<file path="config.mk">
export PLATFORM = sky130hd
export DESIGN_NAME = mnist_argmax
export DESIGN_NICKNAME = d
export VERILOG_FILES = /design/src/rtl/mnist_argmax.sv
export SDC_FILE = /design/constraint.sdc
export NUM_CORES = 1
export LEC_CHECK = 0
export BUFFER_PORTS_ARGS = -buffer_cell sky130_fd_sc_hd__buf_2
export CAP_MARGIN = 20
export CORE_MARGIN = 2
export CORE_UTILIZATION = 40
export CTS_CLUSTER_DIAMETER = 40
export CTS_CLUSTER_SIZE = 25
export DETAILED_ROUTE_END_ITERATION = 6
export GPL_ROUTABILITY_DRIVEN = 0
export PLACE_DENSITY = 0.64
export SLEW_MARGIN = 20
export SYNTH_ARGS = -nofsm -noshare
export SYNTH_HDL_FRONTEND = slang
export SYNTH_SLANG_ARGS = --single-unit
</file>
<file path="constraint.sdc">
create_clock -name clk -period 6 [get_ports clk]
set_clock_uncertainty 0.15 [all_clocks]
set_input_delay 1.2 -clock clk [delete_from_list [all_inputs] [get_ports clk]]
set_output_delay 1.2 -clock clk [all_outputs]
set_load 0.02 [all_outputs]
</file>
<file path="src/rtl/mnist_argmax.sv">
`default_nettype none
// ============================================================================
//  Module      : mnist_argmax
//  Description : Classification back-end for the MNIST network. Accumulates
//                the final-layer logits of every class over all spatial
//                positions of a frame (saturating), then scans the
//                accumulators serially for the maximum and presents the
//                winning class index and score on a ready/valid output.
//  Revision    : 1.0 - initial release
// ============================================================================
module mnist_argmax #(
    parameter int N         = 8,
    parameter int NUM_CLASS = 10,
    parameter int PIXELS    = 1,
    parameter int ACC_W     = 16,
    parameter int IDX_W     = 4
) (
    input  logic                   clk,
    input  logic                   rst_n,       // active-high despite the name
    input  logic                   din_vld,
    input  logic [NUM_CLASS*N-1:0] din,
    input  logic                   din_end,
    output logic [IDX_W-1:0]       class_idx,
    output logic [ACC_W-1:0]       class_score,
    output logic                   class_vld,
    input  logic                   class_rdy,
    output logic                   busy,
    output logic                   overrun
);

    localparam int c_PIX_W = (PIXELS > 1) ? $clog2(PIXELS) : 1;

    localparam logic [1:0] c_ST_ACCUM = 2'd0;
    localparam logic [1:0] c_ST_SCAN  = 2'd1;
    localparam logic [1:0] c_ST_HOLD  = 2'd2;

    localparam logic [c_PIX_W-1:0] c_PIX_LAST = c_PIX_W'(PIXELS - 1);
    localparam logic [IDX_W-1:0]   c_IDX_LAST = IDX_W'(NUM_CLASS - 1);
    localparam logic [ACC_W-1:0]   c_ACC_MAX  = {1'b0, {(ACC_W-1){1'b1}}};
    localparam logic [ACC_W-1:0]   c_ACC_MIN  = {1'b1, {(ACC_W-1){1'b0}}};

    logic [1:0]         r_state;
    logic [c_PIX_W-1:0] r_pix_cnt;
    logic [IDX_W-1:0]   r_scan_idx;
    logic               r_scan_done;
    logic [ACC_W-1:0]   r_best_val;
    logic [IDX_W-1:0]   r_best_idx;
    logic [IDX_W-1:0]   r_class_idx;
    logic [ACC_W-1:0]   r_class_score;
    logic               r_class_vld;
    logic               r_busy;
    logic               r_overrun;

    logic [ACC_W-1:0]   w_acc [NUM_CLASS];
    logic               w_beat_take;
    logic               w_frame_end;
    logic               w_handshake;
    logic [ACC_W-1:0]   w_cur;
    logic               w_take;

    // A beat is only absorbed while accumulating; the frame closes on an
    // explicit end strobe or when the pixel counter reaches the last position.
    assign w_beat_take = (r_state == c_ST_ACCUM) && din_vld;
    assign w_frame_end = w_beat_take && (din_end || (r_pix_cnt == c_PIX_LAST));
    assign w_handshake = (r_state == c_ST_HOLD) && class_rdy;

    // Scan comparator: index 0 seeds the running best, later indices replace
    // it only when strictly greater, so ties keep the lowest index.
    assign w_cur  = w_acc[r_scan_idx];
    assign w_take = (r_scan_idx == '0) || ($signed(w_cur) > $signed(r_best_val));

    generate
        for (genvar c = 0; c < NUM_CLASS; c++) begin : g_class
            logic [ACC_W-1:0] r_acc;
            logic [ACC_W:0]   w_sum;
            logic [ACC_W-1:0] w_sat;

            // One guard bit catches overflow; differing top bits mean clamp.
            assign w_sum = {r_acc[ACC_W-1], r_acc}
                         + {{(ACC_W+1-N){din[c*N+N-1]}}, din[c*N +: N]};
            assign w_sat = (w_sum[ACC_W] != w_sum[ACC_W-1])
                         ? (w_sum[ACC_W] ? c_ACC_MIN : c_ACC_MAX)
                         : w_sum[ACC_W-1:0];
            assign w_acc[c] = r_acc;

            // Per-class accumulator: add on accepted beats, clear once the
            // result has been consumed.
            always_ff @(posedge clk) begin
                if (rst_n) begin
                    r_acc <= '0;
                end else if (w_beat_take) begin
                    r_acc <= w_sat;
                end else if (w_handshake) begin
                    r_acc <= '0;
                end
            end
        end
    endgenerate

    // Control FSM: pixel counting, serial argmax scan, result hold/handshake.
    always_ff @(posedge clk) begin
        if (rst_n) begin
            r_state       <= c_ST_ACCUM;
            r_pix_cnt     <= '0;
            r_scan_idx    <= '0;
            r_scan_done   <= 1'b0;
            r_best_val    <= '0;
            r_best_idx    <= '0;
            r_class_idx   <= '0;
            r_class_score <= '0;
            r_class_vld   <= 1'b0;
            r_busy        <= 1'b0;
            r_overrun     <= 1'b0;
        end else begin
            case (r_state)
                c_ST_ACCUM: begin
                    if (w_frame_end) begin
                        r_pix_cnt   <= '0;
                        r_scan_idx  <= '0;
                        r_scan_done <= 1'b0;
                        r_state     <= c_ST_SCAN;
                        r_busy      <= 1'b1;
                    end else if (w_beat_take) begin
                        r_pix_cnt <= r_pix_cnt + 1'b1;
                    end
                end
                c_ST_SCAN: begin
                    if (din_vld) begin
                        r_overrun <= 1'b1;
                    end
                    if (!r_scan_done) begin
                        if (w_take) begin
                            r_best_val <= w_cur;
                            r_best_idx <= r_scan_idx;
                        end
                        if (r_scan_idx == c_IDX_LAST) begin
                            r_scan_done <= 1'b1;
                        end else begin
                            r_scan_idx <= r_scan_idx + 1'b1;
                        end
                    end else begin
                        // Every index has been compared; publish the winner.
                        r_class_idx   <= r_best_idx;
                        r_class_score <= r_best_val;
                        r_class_vld   <= 1'b1;
                        r_scan_idx    <= '0;
                        r_scan_done   <= 1'b0;
                        r_state       <= c_ST_HOLD;
                    end
                end
                c_ST_HOLD: begin
                    if (din_vld) begin
                        r_overrun <= 1'b1;
                    end
                    if (class_rdy) begin
                        r_class_vld <= 1'b0;
                        r_scan_idx  <= '0;
                        r_busy      <= 1'b0;
                        r_state     <= c_ST_ACCUM;
                    end
                end
                default: begin
                    r_state <= c_ST_ACCUM;
                    r_busy  <= 1'b0;
                end
            endcase
        end
    end

    assign class_idx   = r_class_idx;
    assign class_score = r_class_score;
    assign class_vld   = r_class_vld;
    assign busy        = r_busy;
    assign overrun     = r_overrun;

endmodule
`default_nettype wire
</file>
=== After elaboration in Yosys (flattened, before gate mapping) ===
Cells that the tools add are included.

* Register bits: 211
* Output and inout port bits: 23

* Add/sub/neg operators: 12
* $lt $le $gt $ge: 2
* Eq/ne operators: 17
* Mux-type cells: 54
* Bitwise gates (word level): 4
* Reduce and logical (&&, ||, !) cells: 22

{| class="wikitable"
|+ Operators with widths
! operator !! number
|-
| $mux 16 || 33
|-
| $add 16x8->17 || 10
|-
| $bmux 16 s4 || 1
|-
| $gt 16x16->1 || 1
|-
| $mux 4 || 4
|-
| $pmux 4 s3 || 1
|-
| $reduce_and 3->1 || 4
|-
| $ne 1x1->1 || 10
|-
| $mux 1 || 8
|-
| $reduce_and 2->1 || 4
|-
| $reduce_bool 2->1 || 4
|-
| $mux 2 || 3
|-
| $ne 2x2->1 const B || 3
|-
| $pmux 2 s3 || 1
|-
| $ge 5x5->1 const B || 1
|-
| $not 4->5 || 1
|-
| $add 4x1->4 const B || 1
|-
| $eq 4x4->1 const B || 1
|-
| $logic_not 4->1 || 1
|-
| $pmux 1 s2 || 2
|-
| $reduce_and 4->1 || 1
|-
| $logic_and 1x1->1 || 3
|-
| $ne 3x3->1 const B || 1
|-
| $not 1->1 || 3
|-
| other kinds (8) || 9
|}

=== Logic depth before layout (Yosys ltp) ===
* Depth after elaboration: 7
* Gate-level depth with buffers: 18

=== Least setup slack after synthesis ===
No wires, ideal clock.

* Path kind: register to register
* Start point: reg r_scan_idx[0]
* End point: reg r_best_val[10]
* Library setup time: 86 ps
* Arrival: 4144 ps
* Data required time: 5764 ps
* Path slack: 1620 ps
* Stages on the path, launching flop included: 18
* Period minus slack after synthesis: 4380 ps
* Cell sequence: dfxtp_1 clkbuf_1 buf_1 mux4_2 nand2_1 a21oi_1 ha_1 a21o_1 a21o_1 a21o_1 a2111oi_0 o221ai_1 nor4b_1 or3_1 buf_2 buf_4 nor2_1 a211oi_1

* Word-level cells in the longest chain between the ends: 7
* Elaborated cells on any way between the ends: 8
* Classes of those cells: 1 x order compare; 3 x mux; 1 x bitwise; 3 x reduce/logical

{| class="wikitable"
|+ RTL lines
! item !! line !! text
|-
| from (decl) || 44 || <nowiki>logic [IDX_W-1:0] r_scan_idx;</nowiki>
|-
| from (signal assigned) || 139 || <nowiki>r_scan_idx <= r_scan_idx + 1'b1;</nowiki>
|-
| $not 4->5 (not written as such) || 69 || <nowiki>assign w_cur = w_acc[r_scan_idx];</nowiki>
|-
| $bmux 16 s4 || 69 ||
|-
| $mux 16 (not written as such) (2 in series) || 69 ||
|-
| named net w_cur[9] || 58 || <nowiki>logic [ACC_W-1:0] w_cur;</nowiki>
|-
| $gt 16x16->1 || 70 || <nowiki>assign w_take = (r_scan_idx == '0) || ($signed(w_cur) > $signed(r_best_val));</nowiki>
|-
| $logic_or 1x1->1 || 70 ||
|-
| $reduce_and 3->1 (no line) || n/a ||
|-
| to (signal assigned) || 133 || <nowiki>r_best_val <= w_cur;</nowiki>
|-
| to (decl) || 46 || <nowiki>logic [ACC_W-1:0] r_best_val;</nowiki>
|}

The timed path passes the listed nets, and every way through them passes these cells. The select of a mux whose other input is x is not followed.
A chain may end at the register's enable or synchronous reset.

=== Final worst setup path ===
* Start point: reg r_scan_idx[3]
* End point: reg r_best_val[12]

The elaborated chain is that of the path after synthesis.

==> results.py <==
metrics = {
    "floorplanning": {
        "rows": 73,
        "fp.dieH_um": 205.9,
        "io_pins": 108,
        "dieArea_mm2": 0.04241,
        "core_area_mm2": 0.04001,
        "fp.dieW_um": 205.9,
        "start_util_pct": 40.77,
    },
    "critical_path": {
        "cpPeakStageDelay_ns": 0.75,
        "critical_path.endpoint_type": "flop",
        "path_cells": "clkinv_1 -> buf_4 -> nor2_1 -> a221oi_1 -> a21oi_1 -> ha_1 -> a21o_1 -> a21o_1 -> a21o_1 -> a2111oi_0 -> o221ai_1 -> nor4b_1 -> or3_1 -> buf_4 -> nor2_1 -> a211oi_1",
        "crit_type": "flop to flop",
        "crit_path_start_kind": "flop",
        "cp.required_ns": 6.32,
        "crit_slowest_cell": "nor2_1",
        "crit_fanout": 34,
        "worstPathArrival_ns": 5.13,
        "path_common_cell": "a21o_1",
    },
    "outcome": {
        "outcome": "finished with violations",
        "violations": "DRC",
    },
    "hold_path": {
        "hold_path_class": "flop to flop",
    },
    "clock_network": {
        "insertion_delay_ns": 0.57,
        "cts_sinks": 211,
        "post_cts_resized": 0,
        "cts_hold_buf": 0,
        "postCtsSetupRepairBufs": 0,
        "cts.clk_slew.worst_paths_ns": 0.05,
        "cts_tree": "built",
        "clockRootBuffer": "clkbuf_16",
        "cts_max_level": 2,
        "cts_buffers": 42,
        "cts_buffer_depth": 3,
    },
    "timing": {
        "fin_tns_setup_ns": 0,
        "rsz0062_at_grt": "false",
        "maxSlewViolCount": 0,
        "period_share_pct": 80.20,
        "max_freq_ghz": 0.2078,
        "hold_violations": 0,
        "fin_hold_ws_ns": 0.3039,
        "finalWorstSetupSlack_ns": 1.188,
        "setup_viol": 0,
        "worstMarginPinSlew_ns": 1.100,
        "layout_min_cycle_time_ns": 4.812,
        "max-slew-margin-rel_pct": 26.38,
    },
    "finish": {
        "layout.nets": 2180,
        "instances_no_fill": 2462,
        "diodes": 0,
        "drive_gt1_share_pct": 16.88,
        "final_cell_area_mm2": 0.01871,
        "syn2layout_area_growth_pct": 14.72,
    },
    "synth": {
        "avgSynthCellArea_um2": 8.977,
        "synth_async_sr_flop_share_pct": 0,
        "synth_top_family_by_area": "compound AO/OA/AOI/OAI gates",
        "ys.flop_type": "dfxtp_1",
        "yosys.area_share.simple_pct": 12.60,
        "synthXorXnorAreaFrac_pct": 6.697,
        "syn_nets": 2094,
        "synthMuxAreaShare_pct": 6.145,
        "synth_edf_count": 0,
        "synth.cell_area_mm2": 0.01631,
        "synth-compound-area-share_pct": 29.48,
        "ys_warn_count": 0,
        "ys_seq_elements": 211,
        "syn_inst": 1817,
        "ys_types": 76,
        "synthAdderAreaFrac_pct": 15.25,
        "synth-seq-area-share_pct": 25.90,
    },
    "power": {
        "switching_power_w": 0.003652,
        "p_int_w": 0.005457,
        "power_leakage_nw": 8.131,
        "pwr-share-seq_pct": 25.7,
        "p_comb_share_pct": 48.4,
        "powerDensity_mw_per_mm2": 486.8,
        "vdd_ir_drop_max_v": 0.0002117,
        "clkPwrFrac_pct": 25.9,
        "p_sw_share_pct": 40.09,
    },
    "drt": {
        "avgRoutedWirePerCell_um": 18.23,
        "drt_iter0_drc": 970,
        "drt.antenna.violating_nets": 0,
        "route.detailed.drc": 1,
        "drt-total-wl_um": 44870,
        "via_per_inst": 5.877,
        "vias": 14470,
        "first_pass_iters": 7,
    },
    "placement": {
        "port_buffers": 107,
        "dp_cells": 2383,
        "pre_cts_ws_ns": 1.284,
        "dp.final_hpwl_um": 33190,
        "placed_area_mm2": 0.01727,
    },
    "global_routing": {
        "grt_pass1_vias": 14040,
        "overflow": 0,
        "grt_first_pass_wirelength_um": 72290,
        "grtUsageTotal_pct": 21.26,
        "antenna_found_initial": 0,
        "grt_max_degree": 91,
    },
    "run": {
        "maxCapViolCount": 0,
    },
}
cell usage in the layout, fill, tap and decap left out, drive strengths merged, types with 28 or more instances in the layout:
cell / n
clkbuf: 52
ha: 182
a21oi: 174
a311oi: 32
nand2: 178
buf: 126
mux4: 32
a211oi: 35
a21o: 46
dfxtp: 211
nor2: 85
o21ai: 82
xnor2: 96
nand3: 28
inv: 66
a221o: 100
nand2b: 30
final cells by class:
type	count	area, um^2
Fill cell	3885	21290
Multi-Input combinational cell	1459	11470
Sequential cell	211	4227
Clock buffer	52	1139
Timing Repair Buffer	126	690.7
Tap cell	525	656.9
Clock inverter	26	290.3
Inverter	63	236.5
power groups by stage:
stage	combinational, W	sequential (W)	clock (W)
floorplan	0.00359	0.00214	0
global placement	0.00425	0.00236	0
detailed placement	0.00435	0.00236	0
CTS	0.00438	0.00234	0.00241
global route	0.00492	0.00239	0.00247
finish	0.00440	0.00234	0.00236
final timing paths:
kind / endpoint / from / slack (ns) / cells after the start
worst max-delay path: r_best_val[12]$_SDFFE_PP0P_ / r_scan_idx[3]$_SDFFE_PP0P_ / 1.19 / 16
worst min-delay path: class_idx[3]$_SDFFE_PP0P_ / class_idx[3]$_SDFFE_PP0P_ / 0.30 / 2
worst max register to register: r_best_val[12]$_SDFFE_PP0P_ / r_scan_idx[3]$_SDFFE_PP0P_ / 1.19 / 16
worst min register to register: class_idx[3]$_SDFFE_PP0P_ / class_idx[3]$_SDFFE_PP0P_ / 0.30 / 2
per-stage QoR:
step	utilization [%]	power (W)
finish	46.77	0.009109
global route	46.77	0.009788
CTS	46.73	0.009134
detailed placement	43.16	0.006710
global placement	43.16	0.006609
floorplan	-	0.005727
state kept, by name, summed over array words and instances (netlist names):
register,flops
class_score,16
g_class.r_acc,160
r_scan_done,1
r_best_idx,4
class_vld,1
class_idx,4
r_best_val,16
r_pix_cnt,1
busy,1
r_scan_idx,4
r_state,2
overrun,1
critical path: cells and delay by family, from the launching register on:
family                     cells  cell delay [ns]
AOI/OAI and AO/OA              8             1.81
adders and majority gates      1             0.29
buffers and inverters          3             0.66
DFF                            1             0.38
and+or+nand+nor                4             1.39
cell families after synthesis:
family | count (synthesis)
buffers and inverters | 147
muxes | 58
adders and majority gates | 193
DFF | 211
xor gates and xnor gates | 123
and+or+nand+nor | 434
AOI/OAI and AO/OA | 651
layer usage:
layer  GRT usage [%]  vias up  share of wire [%]  wire (um)
met5               0        -                  0          0
met2           35.64      344                 47      21300
li1                -     7160                  -          -
met4           9.923        0                4.2       1883
met1           25.91     6872                 42      18970
met3           4.652       93                6.1       2719
cell usage after synthesis, types with 17 or more instances:
cell type	number	area share (%)
dfxtp_1	211	26
ha_1	182	14
nand2_1	178	4.1
a21oi_1	174	5.3
xnor2_1	94	5.0
nor2_1	85	2.0
o21ai_0	79	2.4
a221o_1	63	3.9
inv_1	62	1.4
clkbuf_1	54	1.2
a21o_1	45	2.1
a221o_2	37	2.6
mux4_2	32	4.4
a311oi_1	31	1.7
nand2b_1	30	1.2
nand3_1	28	0.86
o21a_1	27	1.2
xor2_1	27	1.4
nor2b_1	26	1.0
o211ai_1	24	1.1
a211oi_1	23	1.1
nor3_1	18	0.55
mux2_2	17	1.2
Power figures use the tool's default switching activity.
